**config.mk**
```make
export PLATFORM = sky130hd
export DESIGN_NAME = updown_mod_counter_7seg
export DESIGN_NICKNAME = d
export VERILOG_FILES = /design/src/rtl/updown_mod_counter_7seg.sv
export SDC_FILE = /design/constraint.sdc
export NUM_CORES = 1
export LEC_CHECK = 0
export CAP_MARGIN = 20
export CORE_MARGIN = 1.5
export CORE_UTILIZATION = 45
export DETAILED_ROUTE_END_ITERATION = 10
export GPL_TIMING_DRIVEN = 1
export PLACE_DENSITY = 0.75
export SYNTH_ARGS = -nofsm -noshare
export SYNTH_HDL_FRONTEND = slang
export SYNTH_SLANG_ARGS = --single-unit
```
**constraint.sdc**
```tcl
create_clock -name key0 -period 1.3 [get_ports key0]
set_input_delay 0.325 -clock key0 [delete_from_list [all_inputs] [get_ports key0]]
set_output_delay 0.325 -clock key0 [all_outputs]
set_load 0.05 [all_outputs]
```
**src/rtl/updown_mod_counter_7seg.sv**
```systemverilog
// Up/down modulo-N counter with clock prescaler, enable, synchronous load,
// one-cycle wrap pulse and a registered multi-digit hex 7-segment decode.
module updown_mod_counter_7seg #(
  parameter int WIDTH   = 4,
  parameter int MODULUS = 16,
  parameter int DIV     = 5,
  parameter int DIGITS  = 1
) (
  input  logic                key0,
  input  logic                reset,
  input  logic                sw0,
  input  logic                en,
  input  logic                load,
  input  logic [WIDTH-1:0]    load_val,
  output logic [WIDTH-1:0]    count,
  output logic                wrap,
  output logic [7*DIGITS-1:0] hex
);
  localparam int DW = (DIV > 1) ? $clog2(DIV) : 1;
  localparam logic [WIDTH-1:0] MAXV   = WIDTH'(MODULUS - 1);
  localparam logic [WIDTH:0]   MODC   = (WIDTH + 1)'(MODULUS);
  localparam logic [DW-1:0]    DIVMAX = DW'(DIV - 1);
  localparam logic [6:0]       GLYPH0 = 7'b0000001;

  logic [DW-1:0]       div_q, div_d;
  logic [WIDTH-1:0]    count_q, count_d;
  logic                wrap_q, wrap_d;
  logic [7*DIGITS-1:0] hex_q, hex_d;
  logic [4*DIGITS-1:0] nibbles;
  logic                step_ok;

  function automatic logic [6:0] seg7(input logic [3:0] n);
    logic [6:0] s;
    case (n)
      4'h0: s = 7'b0000001;
      4'h1: s = 7'b1001111;
      4'h2: s = 7'b0010010;
      4'h3: s = 7'b0000110;
      4'h4: s = 7'b1001100;
      4'h5: s = 7'b0100100;
      4'h6: s = 7'b0100000;
      4'h7: s = 7'b0001111;
      4'h8: s = 7'b0000000;
      4'h9: s = 7'b0000100;
      4'hA: s = 7'b0001000;
      4'hB: s = 7'b1100000;
      4'hC: s = 7'b0110001;
      4'hD: s = 7'b1000010;
      4'hE: s = 7'b0110000;
      default: s = 7'b0111000;
    endcase
    return s;
  endfunction

  // Load pre-empts the prescaler, so a step can only happen on a non-load cycle.
  assign step_ok = en && !load && (div_q == DIVMAX);

  always_comb begin
    div_d   = div_q;
    count_d = count_q;
    wrap_d  = 1'b0;
    if (load) begin
      div_d   = '0;
      count_d = ({1'b0, load_val} >= MODC) ? MAXV : load_val;
    end else if (step_ok) begin
      div_d = '0;
      if (sw0) begin
        if (count_q == MAXV) begin
          count_d = '0;
          wrap_d  = 1'b1;
        end else begin
          count_d = count_q + 1'b1;
        end
      end else begin
        if (count_q == '0) begin
          count_d = MAXV;
          wrap_d  = 1'b1;
        end else begin
          count_d = count_q - 1'b1;
        end
      end
    end else if (en) begin
      div_d = div_q + 1'b1;
    end
  end

  // Digits beyond the count width see zero nibbles and display "0".
  always_comb begin
    nibbles = '0;
    nibbles[WIDTH-1:0] = count_q;
    hex_d = '0;
    for (int i = 0; i < DIGITS; i++) begin
      hex_d[7*i +: 7] = seg7(nibbles[4*i +: 4]);
    end
  end

  always_ff @(posedge key0) begin
    if (reset) begin
      div_q   <= '0;
      count_q <= '0;
      wrap_q  <= 1'b0;
      hex_q   <= {DIGITS{GLYPH0}};
    end else begin
      div_q   <= div_d;
      count_q <= count_d;
      wrap_q  <= wrap_d;
      hex_q   <= hex_d;
    end
  end

  assign count = count_q;
  assign wrap  = wrap_q;
  assign hex   = hex_q;
endmodule
```
Word level (Yosys, flattened, before mapping)

Memory sizes are Yosys's and may differ from the RTL's. A register that Yosys moved wholly into a read port is not among the register bits.
Cells that the tools add are included.

Memories: 1
Bits in latches: 0
ROM bits: 112
Output and inout port bits: 12
Bits in writable memories: 0
Register bits after elaboration: 8

Equal/unequal tests: 2
Divide/modulo/power cells: 0
Reduce and logical (&&, ||, !) cells: 7
Add/sub/neg operators: 3
$mul: 0
Bitwise logic cells: 1
Shift operators: 0
Magnitude comparators: 0
Muxes and demuxes: 8

Memory list:

| memory          | depth | width | read ports | clocked after memory_dff | write ports | line | RTL |
|---|---|---|---|---|---|---|---|
| (no name shown) | 16    | 7     | 1          | 1                        | 0           | 34   | `case (n)` |

Operators with widths:

| operator              | count |
|---|---|
| $mux W4               | 5 |
| $reduce_or A3 Y1      | 2 |
| $add A4 B1 Y4 const B | 1 |
| $eq A4 B4 Y1 const B  | 1 |
| $logic_not A4 Y1      | 1 |
| $sub A4 B1 Y4 const B | 1 |
| $add A3 B1 Y3 const B | 1 |
| $eq A3 B3 Y1 const B  | 1 |
| $mux W1               | 3 |
| $logic_and A1 B1 Y1   | 2 |
| $reduce_bool A2 Y1    | 1 |
| $logic_not A1 Y1      | 1 |
| $not A1 Y1            | 1 |

Depth between registers and ports, before layout

Gate-level depths: netlist of the first run.

Depth after elaboration: 5
Mapped depth: 7
Mapped depth without buffers: 6

Worst setup path before layout of the first run

Ideal clock, no wire load.

Path kind: reg2reg
Start: register count_q[1] (netlist: count[1])
End: register count_q[3] (netlist: count[3])
Clock period less this slack: 1.746 ns
Library setup time: 0.134 ns
Stages on the path, launching flop included: 7
Slack: -0.446 ns
Buffers on the path: 0
Arrival time: 1.611 ns
Required time: 1.166 ns
Cell sequence: dfxtp_1 -> inv_1 -> ha_1 -> nand2b_4 -> nor3_4 -> nor3_2 -> a211oi_2

Word-level cells in the longest chain between the ends: 5

RTL lines:

| what                                        | line   | RTL |
|---|---|---|
| start: declaration                          | 26     | `logic [WIDTH-1:0] count_q, count_d;` |
| start signal: assignment                    | 105    | `count_q <= count_d;` |
| $sub A4 B1 Y4, or another cell as far along | 79     | `count_d = count_q - 1'b1;` |
| $mux W4, on equally long branches           | 75, 68 |  |
| $mux W4 (*)                                 | 67     | `if (sw0) begin` |
| $mux W4 (*)                                 | 65     | `end else if (step_ok) begin` |
| $mux W4 (*)                                 | 62     | `if (load) begin` |

Every way passes the cells marked *; elsewhere a longest branch is shown, timed or not. The select of a mux whose other input is x is not followed.
A chain may end at the register's enable or synchronous reset.

Worst setup path after layout of the first run

Start: register div_q[0]
End: register count_q[3] (netlist: count[3])

Word-level cells in the longest chain between the ends: 3

RTL lines:

| what                                | line | RTL |
|---|---|---|
| start: declaration                  | 25   | `logic [DW-1:0] div_q, div_d;` |
| start signal: assignment            | 104  | `div_q <= div_d;` |
| $eq A3 B3 Y1                        | 56   | `assign step_ok = en && !load && (div_q == DIVMAX);` |
| $logic_and A1 B1 Y1                 | 56   |  |
| $reduce_bool A2 Y1 (no source line) | n/a  |  |

Every way passes these cells.

==> results of run 1 <==
-- path summary, 6_finish.rpt --
path | to | slack [ns] | cells after the start
setup reg to reg | count[3] | -0.01 | 7
setup / recovery | count[3] | -0.01 | 7
hold / removal | wrap | 0.59 | 2
hold reg to reg | wrap | 0.59 | 2
-- metal layers --
layer,wire length (um),vias up
met3,77,8
met1,1216,479
met2,1300,35
li1,-,480
met4,108,0
met5,0,-
-- registers in the layout, summed over array words and instances, names as in the netlist --
signal  flops
hex         7
wrap        1
count       4
div_q       3
-- layout by cell type, fill, tap and decap left out, drive strengths merged --
cell type,count
a211oi,5
mux2,1
a211o,1
xnor2,1
a221oi,1
a41oi,2
nor3,8
and3,2
a32oi,1
dlymetal6s2s,1
clkbuf,3
nor2,12
nand2,9
o21ai,6
inv,7
dfxtp,15
o211ai,1
a21o,1
a311oi,2
clkinv,1
mux2i,1
a21oi,11
nand2b,3
a41o,1
buf,31
nor2b,2
ha,8
clkdlybuf4s50,7
nor4,2
nand3,2
xor2,1
o22ai,1
-- through the flow --
step	TNS (ns)	std cells	utilization [%]	worst slack, ns
final	-0.01383	177	78.40	-0.01383
after floorplan	-0.04020	116	-	-0.01798
after global placement	-1.774	169	72.15	-0.2967
after detailed placement	-1.911	169	72.15	-0.3078
after global routing	-0.1642	177	78.40	-0.05317
after CTS	-0.008962	173	74.57	-0.008962
-- cells by family after synthesis --
family,after synthesis
xor+xnor,2
fa+ha+maj,8
compound gates,33
mux,2
buf+inv,16
flops,15
simple gates,40
-- final cells by class --
cell class,instances,share of cell area (%)
flip-flops and latches,15,20.05
multi-input cells,85,43.88
clock inverters,1,0.3157
repair buffers,39,30.07
clock buffers,3,1.421
inverters,7,2.131
well taps,27,2.131
-- critical path: cells and delay by family (launching register included) --
kind	cells	cell delay [ns]
AOI/OAI and AO/OA	3	0.48
DFF	1	0.34
buffers and inverters	2	0.17
adders and majority gates	1	0.13
and+or+nand+nor	1	0.12
-- what timing repair did --
action	in CTS	in global routing
setup buffers	0	4
hold buffers	0	0
pin swaps	0	4
endpoints found under the setup margin	4	9
gates resized for setup	6	14
-- report_power, final --
group / leakage (nW) / switching (W) / internal (W)
clock network: 0.0177 / 0.000172 / 0.000115
registers: 0.126 / 0.0000353 / 0.000480
logic: 0.489 / 0.000228 / 0.000223
total: 0.633 / 0.000435 / 0.000818
-- cell usage after synthesis, drive strengths merged (2+ instances only) --
master,number,area (um2)
inv,7,26.27
nor4,2,12.51
and3,2,12.51
nor2b,2,12.51
nor2,12,47.55
a21oi,11,55.05
nand2b,3,26.27
buf,8,80.06
a311oi,2,23.77
nand3,2,22.52
nand2,9,33.78
a211oi,5,42.54
nor3,8,61.31
a41oi,2,17.52
o21ai,6,30.03
ha,8,100.1
dfxtp,15,300.3
==> impl_summary.log, run 1 <==
[metrics] total half-perimeter wirelength after legalization and detailed placement: 1727 um
[metrics] register bit count reported by yosys: 15
[metrics] total cell area at the placement stage: 1459 um2
[metrics] clock latency of the later-clocked register in the worst-skew pair: 0.30 ns
[metrics] RSZ-0062 raised after global routing: yes
[metrics] Total Power: 0.001253 W
[metrics] slowest stage cell, crit path: dfxtp_2
[metrics] crit start category: flop
[metrics] Worst Slack Setup Final: -0.01383 ns
[metrics] # rows: 16
[metrics] Async SR Flop Fraction: 0%
[metrics] part of the cycle the worst path needs: 101.1%
[metrics] Initial Utilization: 49.69%
[metrics] flip-flop and latch area: 317.8 um2
[metrics] fraction of the mapped netlist area in compound gates: 22.54%
[metrics] violations in the final reports: setup timing
[metrics] initial antenna violation count: 0
[metrics] outcome: finished with violations
[metrics] total power density per cell area: 790.5 nW/um2
[metrics] post-synthesis share of cell area spent on xor and xnor gates: 1.743%
[metrics] post-route antenna net violation count: 0
[metrics] Slew HR: 87.21%
[metrics] share of cells above drive strength 1: 45.33%
[metrics] clock tree from TritonCTS: yes
[metrics] via count normalized by instance count: 5.661
[metrics] Core Box Area: 2022 um2
[metrics] global routing met2 resource utilization: 34.43%
[metrics] data arrival time of the critical path: 1.54 ns
[metrics] Layout Nets: 168
[metrics] final weighted congestion of routability-driven global placement: 0.8418
[metrics] vias in the first global route: 926
[metrics] via count of the routed design: 1,002
[metrics] overall global routing resource usage: 21.19%
[metrics] multi-input combinational cell area: 695.7 um2
[metrics] top flip-flop cell by instance count after synthesis: dfxtp_1
[metrics] largest net degree at the start of global routing: 20
[metrics] Avg Synthesized Cell Area: 8.661 um2
[metrics] leak pwr: 0.6329 nW
[metrics] drt first pass iters: 4
[metrics] VDD IR-drop max: 0.5373 mV
[metrics] buffer levels on the longest clock path: 2
[metrics] routing usage on met1: 26.30%
[metrics] post-synthesis cell area: 1005 um2
[metrics] net count after synthesis: 133
[metrics] maximum clock frequency: 761.1 MHz
[metrics] Final Routed Wirelength: 2702 um
[metrics] start-to-end type of the worst setup path: flop to flop
[metrics] initial DRC count: 23
[metrics] global route hottest layer: met2
[metrics] Clock Skews: 0.001248 ns
[metrics] Max Cap Viol: 0
[metrics] wire length of the first global-routing pass: 4050 um
[metrics] die width: 50.25 um
[metrics] diode count: 0
[metrics] final count of pins violating max slew: 0
[metrics] EDFF count, synth: 0
[metrics] Synth-to-Final Area Change: 57.78%
[metrics] DR WL/cell: 15.27 um
[metrics] final hold vios: 0
[metrics] Boundary Pins: 21
[metrics] post-synthesis adder-cell area fraction: 9.963%
[metrics] number of setup violations in the final report: 1
[metrics] Critical path origin: div_q[0]
[metrics] DRC violations left: 0
[metrics] Critical Path Fanout Max: 7
[metrics] warnings from Yosys: 0
[metrics] final critical-path required period: 1.314 ns
[metrics] portion of netlist area occupied by mux cells: 2.117%
[metrics] cell area after layout: 1585 um2
[metrics] library cell appearing most often on the critical path: a21oi_1
[metrics] Post-Syn Instances: 116
[metrics] die area: 2525 um2
[metrics] kind of capture point of the worst setup path: flop
[metrics] Synth cell types: 41
[metrics] simple logic cell fraction of the synthesized area: 22.79%
[metrics] hold_sp: div_q[2]
[metrics] Hold WS: 0.5869 ns
[metrics] Worst path max stage delay: 0.34 ns
[metrics] combinational family with the most area after synthesis: simple AND/OR/NAND/NOR gates
[metrics] Hold Path Class: flop to flop
[metrics] clock input transition at the sequential cells of the worst setup and hold paths: 0.10 ns
[metrics] Die Span Y: 50.25 um
[metrics] Clk Tree Root Cell: clkbuf_4
[metrics] clk sinks: 15
[metrics] H-tree levels: 1
[metrics] required time at the endpoint of the critical path: 1.52 ns
[metrics] worst-path cell chain: inv_2 -> ha_4 -> buf_6 -> nand3_4 -> a21oi_1 -> a21oi_1 -> a211oi_2
[metrics] total clock buffers created by CTS: 3
[metrics] number of inserted filler cells in the final layout: 127
[metrics] overall overflow remaining after global route: 0
[metrics] sequential-to-total area share from yosys stat: 29.89%
[metrics] slew at the pin with the worst max-slew slack: 0.1866 ns
[metrics] number of port buffers: 20
[metrics] source of the worst register-to-register timing path: div_q[0]
[metrics] met3 capacity usage during global routing: 1.190%
(Power assumes the default switching activity.)
==> run 2, diff against run 1 <==
Settings changed: ABC_AREA from default to 1, CORE_UTILIZATION 45 to 44, GPL_ROUTABILITY_DRIVEN from default to 0, PLACE_DENSITY 0.75 to 0.74.
==> impl_summary.log, run 2 <==
[metrics] kind of capture point of the worst setup path: flop
[metrics] Worst Slack Setup Final: -0.009879 ns
[metrics] warnings from Yosys: 0
[metrics] Flop pwr share: 39.1%
[metrics] Final Routed Wirelength: 2737 um
[metrics] net switching fraction of the power: 36.29%
[metrics] net count after synthesis: 151
[metrics] post-route antenna net violation count: 0
[metrics] global route hottest layer: met2
[metrics] Max Cap Viol: 0
[metrics] overall global routing resource usage: 21.57%
[metrics] Clk Tree Root Cell: clkbuf_4
[metrics] clock tree from TritonCTS: yes
[metrics] leak pwr: 0.6765 nW
[metrics] post-synthesis cell area: 917.1 um2
[metrics] destination of the critical timing path: count[3]
[metrics] part of the cycle the worst path needs: 100.8%
[metrics] H-tree levels: 1
[metrics] met3 capacity usage during global routing: 4.012%
[metrics] Synth-to-Final Area Change: 64.39%
[metrics] largest net degree at the start of global routing: 10
[metrics] total power density per cell area: 876.7 nW/um2
[metrics] DR WL/cell: 13.62 um
[metrics] DRC violations left: 0
[metrics] start-to-end type of the worst setup path: flop to flop
[metrics] total half-perimeter wirelength after legalization and detailed placement: 1772 um
[metrics] via count normalized by instance count: 5.542
[metrics] vias in the first global route: 948
[metrics] data arrival time of the critical path: 1.52 ns
[metrics] via count of the routed design: 1,114
[metrics] buffer levels on the longest clock path: 2
[metrics] EDFF count, synth: 0
[metrics] count of placed standard cells in the final layout, fillers left out: 201
[metrics] Total Power: 0.001322 W
[metrics] required time at the endpoint of the critical path: 1.51 ns
[metrics] Post-Place Setup Slack: -0.2190 ns
[metrics] number of port buffers: 20
[metrics] top flip-flop cell by instance count after synthesis: dfxtp_1
[metrics] total instance count after detailed placement: 190
[metrics] Layout Nets: 192
[metrics] register bit count reported by yosys: 15
[metrics] Boundary Pins: 21
[metrics] internal power summed over all cells: 0.0008422 W
[metrics] Clock Skews: 0.007785 ns
[metrics] Synth cell types: 24
[metrics] routing usage on met1: 25.58%
[metrics] Async SR Flop Fraction: 0%
[metrics] die area: 2367 um2
[metrics] Slew HR: 84.31%
[metrics] # hold bufs at CTS: 0
[metrics] sequential-to-total area share from yosys stat: 32.74%
[metrics] global routing met2 resource utilization: 35.84%
[metrics] top cell type's share of synthesized area: 32.74%
[metrics] Die Span Y: 48.66 um
[metrics] dominant cell type by area after synthesis: dfxtp_1
[metrics] wire length of the first global-routing pass: 3995 um
[metrics] final hold vios: 0
[metrics] Clk pwr share: 22.7%
[metrics] clock latency of the later-clocked register in the worst-skew pair: 0.31 ns
[metrics] share of cells above drive strength 1: 35.06%
[metrics] number of setup violations in the final report: 1
[metrics] Hold Path Class: flop to flop
[metrics] Finished Core Util: 76.85%
[metrics] slew at the pin with the worst max-slew slack: 0.2354 ns
[metrics] clk sinks: 15
[metrics] Initial Utilization: 46.75%
[metrics] initial antenna violation count: 0
[metrics] drt first pass iters: 4
[metrics] diode count: 0
[metrics] Post-synth top cells: 38 x nand2_1, 17 x nor2_1, 15 x dfxtp_1
[metrics] Switch Pwr: 0.0004797 W
[metrics] crit start category: flop
[metrics] most frequent cell after synthesis: nand2_1
[metrics] final count of pins violating max slew: 0
[metrics] # rows: 16
[metrics] maximum clock frequency: 763.4 MHz
[metrics] highest-count cells in the layout ignoring fill and taps: 35 x nand2_1, 17 x buf_4, 16 x nor2_1, 12 x buf_12, 10 x nand3_1
[metrics] clock input transition at the sequential cells of the worst setup and hold paths: 0.11 ns
[metrics] Core Box Area: 1962 um2
[metrics] VDD IR-drop max: 0.6468 mV
[metrics] flip-flop count of the largest register, all copies and words added: 7
[metrics] overall overflow remaining after global route: 0
[metrics] combinational fraction of design power: 38.2%
[metrics] outcome: finished with violations
[metrics] final critical-path required period: 1.310 ns
[metrics] cell types occupying the most area after synthesis: dfxtp_1 33%, nand2_1 16%, ha_1 11%
[metrics] Critical Path Fanout Max: 4
[metrics] violations in the final reports: setup timing
[metrics] number of cell instances on the worst register-to-register path: 8
[metrics] Critical path origin: count[1]
[metrics] initial DRC count: 31
[metrics] leading cell type in the layout, fill and taps excluded: nand2_1
[metrics] R2R Path End: count[3]
[metrics] source of the worst register-to-register timing path: count[1]
[metrics] slack of the worst reg-to-reg path: -0.01 ns
[metrics] total clock buffers created by CTS: 3
[metrics] Avg Synthesized Cell Area: 6.844 um2
[metrics] Setup TNS Final: -0.009879 ns
[metrics] RSZ-0062 raised after global routing: yes
[metrics] Post-Syn Instances: 134
[metrics] die width: 48.66 um
[run 2: area by class of cell]
class | count | area (um2)
flip-flops and latches | 15 | 315.3
well taps | 27 | 33.78
repair buffers | 40 | 485.5
multi-input cells | 101 | 593.1
clock inverters | 1 | 5.005
inverters | 14 | 52.55
clock buffers | 3 | 22.52
fillers | 136 | 454.2
[run 2: how the worst min path moves through the flow]
stage,from,end,cells past startpoint
floorplan,div_q[2],div_q[2],2
global placement,div_q[2],div_q[2],2
detailed placement,div_q[2],div_q[2],2
CTS,div_q[2],div_q[2],2
global route,div_q[2],div_q[2],2
finish,div_q[2],div_q[2],2
[run 2: cells by family after synthesis]
family | count (synthesis) | synth area share [%]
AO/OA/AOI/OAI | 17 | 10.91
XOR/XNOR | 1 | 0.9552
adder cells (fa/ha/maj) | 8 | 10.91
AND/OR/NAND/NOR | 75 | 36.02
buffers and inverters | 18 | 8.458
flip-flops | 15 | 32.74
[run 2: per-layer routing]
layer	wire length (um)	vias up
met3	166	14
li1	-	520
met1	1113	518
met2	1366	62
met5	0	-
met4	91	0
[run 2: power by group through the flow]
| stage | registers (W) | logic (W) | clock network [W] |
|---|---|---|---|
| 3_3_place_gp | 0.000531 | 0.000431 | 0 |
| 3_5_place_dp | 0.000531 | 0.000441 | 0 |
| 6_report | 0.000517 | 0.000505 | 0.000300 |
| 2_1_floorplan | 0.000607 | 0.000157 | 0 |
| 4_1_cts | 0.000513 | 0.000462 | 0.000293 |
| 5_1_grt | 0.000520 | 0.000534 | 0.000316 |
[run 2: per-stage QoR]
| stage | instance area (um2) | hold slack [ns] |
|---|---|---|
| floorplan | 927.1 | 0.4537 |
| global placement | 1354 | 0.4672 |
| detailed placement | 1354 | 0.4796 |
| CTS | 1410 | 0.4941 |
| global route | 1508 | 0.5319 |
| finish | 1508 | 0.5118 |
[run 2: repair_timing]
action,4_1_cts,5_1_grt
resized for setup,2,20
pin swaps,0,4
buffers inserted,3,4
setup endpoints to repair,2,12
hold endpoints to repair,0,0
cloned,0,0
[run 2: worst max-delay path, stage by stage (launching register included)]
cell and delay [ns]:
dfxtp_4 0.39, ha_1 0.22, nand3_2 0.14, nand2_1 0.13, inv_1 0.07, nand2_1 0.08, nand3_1 0.08, nand2_1 0.06
nand2_1 0.04
